[src/rtl/fourbit_4to1mux_pkg.sv]
// Shared constants for the 4-bit 4:1 word multiplexer.
package fourbit_4to1mux_pkg;

    // Default data width of each input word and of both outputs.
    localparam int DEF_WIDTH = 4;

    // Select encodings: which input word appears on y.
    localparam logic [1:0] SEL_I0 = 2'b00;
    localparam logic [1:0] SEL_I1 = 2'b01;
    localparam logic [1:0] SEL_I2 = 2'b10;
    localparam logic [1:0] SEL_I3 = 2'b11;

endpackage : fourbit_4to1mux_pkg

[src/rtl/fourbit_4to1mux_if.sv]
// Bus bundle for the 4:1 word multiplexer: select, data words, load enable
// and both outputs. The master drives select/data, the slave is the mux.
interface fourbit_4to1mux_if
    import fourbit_4to1mux_pkg::*;
#(
    parameter int WIDTH = DEF_WIDTH
);
    logic [1:0]       sel;
    logic [WIDTH-1:0] i3;
    logic [WIDTH-1:0] i2;
    logic [WIDTH-1:0] i1;
    logic [WIDTH-1:0] i0;
    logic             en;
    logic [WIDTH-1:0] y;
    logic [WIDTH-1:0] y_q;

    modport master (
        output sel, i3, i2, i1, i0, en,
        input  y, y_q
    );

    modport slave (
        input  sel, i3, i2, i1, i0, en,
        output y, y_q
    );

endinterface : fourbit_4to1mux_if

[src/rtl/fourbit_4to1mux_mux2.sv]
// WIDTH-wide 2:1 multiplexer; leaf of the 4:1 select tree.
module fourbit_4to1mux_mux2
    import fourbit_4to1mux_pkg::*;
#(
    parameter int WIDTH = DEF_WIDTH
) (
    input  logic [WIDTH-1:0] a_i,
    input  logic [WIDTH-1:0] b_i,
    input  logic             s_i,
    output logic [WIDTH-1:0] y_o
);

    // Pick a_i when s_i=0, b_i when s_i=1; an unknown select yields all-X.
    always_comb begin
        case (s_i)
            1'b0:    y_o = a_i;
            1'b1:    y_o = b_i;
            default: y_o = 'x;
        endcase
    end

endmodule : fourbit_4to1mux_mux2

[src/rtl/fourbit_4to1mux.sv]
// 4-bit-wide 4:1 word multiplexer with a combinational output y and an
// optional registered copy y_q (async active-low reset, load enable).
// y never depends on clk, rst_n or en, so purely combinational users may
// tie those off.
module fourbit_4to1mux
    import fourbit_4to1mux_pkg::*;
#(
    parameter int WIDTH = DEF_WIDTH
) (
    input  logic              clk,
    input  logic              rst_n,
    fourbit_4to1mux_if.slave  bus
);

    logic [WIDTH-1:0] lo_pair;
    logic [WIDTH-1:0] hi_pair;
    logic [WIDTH-1:0] y_sel;
    logic [WIDTH-1:0] yq_d;
    logic [WIDTH-1:0] yq_q;

    // sel[0] chooses within each input pair, sel[1] between the pair results.
    fourbit_4to1mux_mux2 #(.WIDTH(WIDTH)) u_mux_lo (
        .a_i (bus.i0),
        .b_i (bus.i1),
        .s_i (bus.sel[0]),
        .y_o (lo_pair)
    );

    fourbit_4to1mux_mux2 #(.WIDTH(WIDTH)) u_mux_hi (
        .a_i (bus.i2),
        .b_i (bus.i3),
        .s_i (bus.sel[0]),
        .y_o (hi_pair)
    );

    fourbit_4to1mux_mux2 #(.WIDTH(WIDTH)) u_mux_out (
        .a_i (lo_pair),
        .b_i (hi_pair),
        .s_i (bus.sel[1]),
        .y_o (y_sel)
    );

    // Next value of the output register: load the selected word when enabled.
    always_comb begin
        yq_d = yq_q;
        if (bus.en) begin
            yq_d = y_sel;
        end
    end

    // Output register; reset clears it immediately, independent of clk.
    always_ff @(posedge clk or negedge rst_n) begin
        if (!rst_n) begin
            yq_q <= '0;
        end else begin
            yq_q <= yq_d;
        end
    end

    assign bus.y   = y_sel;
    assign bus.y_q = yq_q;

endmodule : fourbit_4to1mux

[src/flat_wrapper.sv]
// flat-port wrapper written by rule: the top's interface ports become plain ports
module fourbit_4to1mux_flat import fourbit_4to1mux_pkg::*;
#(
    parameter int WIDTH = DEF_WIDTH
)
  (clk, rst_n, bus_sel, bus_i3, bus_i2, bus_i1, bus_i0, bus_en, bus_y, bus_y_q);
  fourbit_4to1mux_if #(.WIDTH(WIDTH)) bus_i ();
  input  logic clk;
  input  logic rst_n;
  input wire logic [$bits(bus_i.sel)-1:0] bus_sel;
  input wire logic [$bits(bus_i.i3)-1:0] bus_i3;
  input wire logic [$bits(bus_i.i2)-1:0] bus_i2;
  input wire logic [$bits(bus_i.i1)-1:0] bus_i1;
  input wire logic [$bits(bus_i.i0)-1:0] bus_i0;
  input wire logic [$bits(bus_i.en)-1:0] bus_en;
  output wire logic [$bits(bus_i.y)-1:0] bus_y;
  output wire logic [$bits(bus_i.y_q)-1:0] bus_y_q;
  assign bus_i.sel = bus_sel;
  assign bus_i.i3 = bus_i3;
  assign bus_i.i2 = bus_i2;
  assign bus_i.i1 = bus_i1;
  assign bus_i.i0 = bus_i0;
  assign bus_i.en = bus_en;
  assign bus_y = bus_i.y;
  assign bus_y_q = bus_i.y_q;
  fourbit_4to1mux #(.WIDTH(WIDTH)) u_core (.clk(clk), .rst_n(rst_n), .bus(bus_i));
endmodule
[config.mk]
export PLATFORM = sky130hd
export DESIGN_NAME = fourbit_4to1mux_flat
export DESIGN_NICKNAME = d
export VERILOG_FILES = /design/src/rtl/fourbit_4to1mux_pkg.sv /design/src/rtl/fourbit_4to1mux_if.sv /design/src/rtl/fourbit_4to1mux_mux2.sv /design/src/rtl/fourbit_4to1mux.sv /design/src/flat_wrapper.sv
export SDC_FILE = /design/constraint.sdc
export NUM_CORES = 1
export LEC_CHECK = 0
export CAP_MARGIN = 20
export CORE_AREA = 2 2 39 41
export CTS_CLUSTER_DIAMETER = 150
export DETAILED_ROUTE_END_ITERATION = 8
export DIE_AREA = 0 0 41 43
export GPL_TIMING_DRIVEN = 0
export PLACE_DENSITY_LB_ADDON = 0.12
export SLEW_MARGIN = 20
export SYNTH_ARGS = -nofsm -noshare
export SYNTH_HDL_FRONTEND = slang
export SYNTH_SLANG_ARGS = --single-unit
[constraint.sdc]
create_clock -name clk -period 1.5 [get_ports clk]
set_input_delay 0.225 -clock clk [delete_from_list [all_inputs] [get_ports clk]]
set_output_delay 0.225 -clock clk [all_outputs]
set_load 0.01 [all_outputs]
==> impl_metrics.tcl <==
set metrics [dict create \
    cp.arrival_ns 1.25 \
    root_buffer "clkbuf_4" \
    io_pins 29 \
    drc 0 \
    final_net_count 81 \
    fmax_ghz 0.680 \
    async_flop_share_pct 100 \
    finalMaxSlewViolations 0 \
    ys.warnings.count 0 \
    fin_crit_sh_pct 98.0 \
    cts_tree "built" \
    syn_nets 49 \
    timing.slew.headroom_pct 83.5 \
    drv_cap 0 \
    start_kind "input pin" \
    die_y_um 43 \
    core_um2 1380 \
    grt_pass1_vias 304 \
    path_delay_family "buffers and inverters" \
    worstMarginPinSlew_ns 0.241 \
    vias_per_cell 4.24 \
    wl_per_cell_um 11.5 \
    setup_viol 0 \
    crit_type "input pin to output port" \
    cp_data_required_time_ns 1.27 \
    power_uw 428 \
    insertion_delay_ns 0.23 \
    status "finished, final reports clean" \
    grt-ovfl-total 0 \
    htreeDepth 1 \
    synth_seq_cells 4 \
    busiest_layer "met2" \
    syn_avg_cell_area_um2 11.2 \
    initial_core_util_pct 22.7 \
    synthTopCellsByCount "mux2i_1, dfrtp_1, nand2b_1, o221ai_1" \
    largest_reg_flops 4 \
    cts_buffer_depth 2 \
    leakage_nw 0.275 \
    final_util_pct 45.7 \
    areaGrowthSynthToFinish_pct 101 \
    grt_pass1_wl_um 1280 \
    cts_buffers 3 \
    seq_area_frac_synth_pct 31.9 \
    cp_max_fo 2 \
    crit_top_cell "mux2i_1" \
    finalHoldViolCount 0 \
    first_iter_violations 3 \
    grt_max_degree 9 \
    cp_slowest_cell "clkdlybuf4s50_1" \
    use_met2_pct 17.5 \
    groute.layer.met3.usage_pct 0 \
    ys.flop_type "dfrtp_1" \
    hp-class "input pin to async pin" \
    synth_edf_count 0 \
    crit_path_cell_trace "clkdlybuf4s50_1, mux2i_1, mux2i_1, dlygate4sd2_1" \
    slowest_delay_ns 0.40 \
    power_density_nw_per_um2 678 \
    setup_tns_ns 0 \
    holdBufCountCts 0 \
    end_kind "output port" \
    ant_nets 0 \
    cts_sinks 4 \
    yosysMostFrequentCell "mux2i_1" \
    drt-pass1-iter-count 4 \
    gp_congestion 0.659 \
    period_needed_ns 1.47 \
    syn_inst 28 \
    clk_pin_slew_worst_paths_ns 0.03 \
    die-width_um 41 \
    syn_area_um2 314 \
    fin_cells 74 \
    n_antenna_cell 0 \
    via_count 314 \
    io_buffers 26 \
    antenna_found_initial 0 \
    wirelength_um 853 \
    yosys-top-cells-area "mux2i_1, dfrtp_1, o221ai_1" \
    layout-drive-gt1-share_pct 17.2 \
    die_area_um2 1760 \
    ir_drop_v 0.000356 \
    grt_use_total_pct 10.8 \
    fin_worst_skew_ns 0 \
    synth_top_area_share_pct 38.2 \
    num_rows 14 \
    cp_num_buf_inv 2 \
    synthDistinctLibCells 8 \
    grtUsageMet1_pct 12.7 \
    rrSetupSlack_ns 0.82 \
    dp_cells 70 \
    synth_area_leader_cell "mux2i_1" \
]
[worst register-to-register path, cell delays in order (launching register included)]
cell      delay [ns]
dfrtp_1         0.37
nand2b_1        0.07
o221ai_1        0.11
[placed cells by master, fill, tap and decap left out, types with 3 or more instances in the layout]
cell type | Yosys | routed
mux2i_2 | 0 | 3
clkbuf_4 | 0 | 3
mux2i_1 | 12 | 9
o221ai_1 | 4 | 4
nand2b_1 | 4 | 4
clkdlybuf4s50_1 | 0 | 22
dfrtp_1 | 4 | 4
dlygate4sd2_1 | 0 | 3
[stage by stage]
stage          setup WS [ns]  cell area (um2)  hold slack (ns)
4_1_cts               0.0355              612            0.188
6_report              0.0300              632            0.193
3_3_place_gp          -0.189              594            0.434
2_1_floorplan          0.570              314          -0.0706
3_5_place_dp          -0.197              594            0.437
5_1_grt             -0.00916              632            0.208
[worst paths after layout]
path,cells after the start,to,start
setup / recovery,4,bus_y[3],bus_i1[3]
hold / removal,1,u_core.bus.y_q[2],rst_n
setup reg to reg,2,u_core.bus.y_q[3],u_core.bus.y_q[3]
hold reg to reg,2,u_core.bus.y_q[2],u_core.bus.y_q[2]
max in group asynchronous,1,u_core.bus.y_q[0],rst_n
min in group clk,3,u_core.bus.y_q[0],bus_sel[0]
[kinds of logic (layout without fill, tap and decap cells)]
group,count (synthesis),after routing,synth area share [%]
AOI/OAI and AO/OA,4,4,11.2
buffers and inverters,2,32,5.18
DFF,4,4,31.9
muxes,12,12,38.2
and+or+nand+nor,6,6,13.5
[cell type report]
type	count	area, um2
multi-input combinational	22	209
clock buffer	3	22.5
timing repair buffer	27	264
sequential	4	100
buffer	2	16.3
tap	16	20.0
fill	138	752
[where the power goes]
group | internal (mW) | total, mW | switching [mW] | leakage, nW
combinational | 0.111 | 0.173 | 0.0617 | 0.212
clock | 0.0890 | 0.127 | 0.0375 | 0.0138
sequential | 0.122 | 0.129 | 0.00681 | 0.0491
total | 0.322 | 0.428 | 0.106 | 0.275
[timing repair]
action	in CTS	in global routing
pin swaps	0	0
resized for setup	4	4
buffers inserted	0	1
endpoints found under the setup margin	4	2
hold endpoints to repair	0	0
[layer usage]
metal  vias to the layer above  part of all wire, %
li1                        167                    -
met1                       143                   39
met2                         4                   58
met3                         0                  2.6
met4                         0                    0
met5                         -                    0
Power figures use the tool's default switching activity.
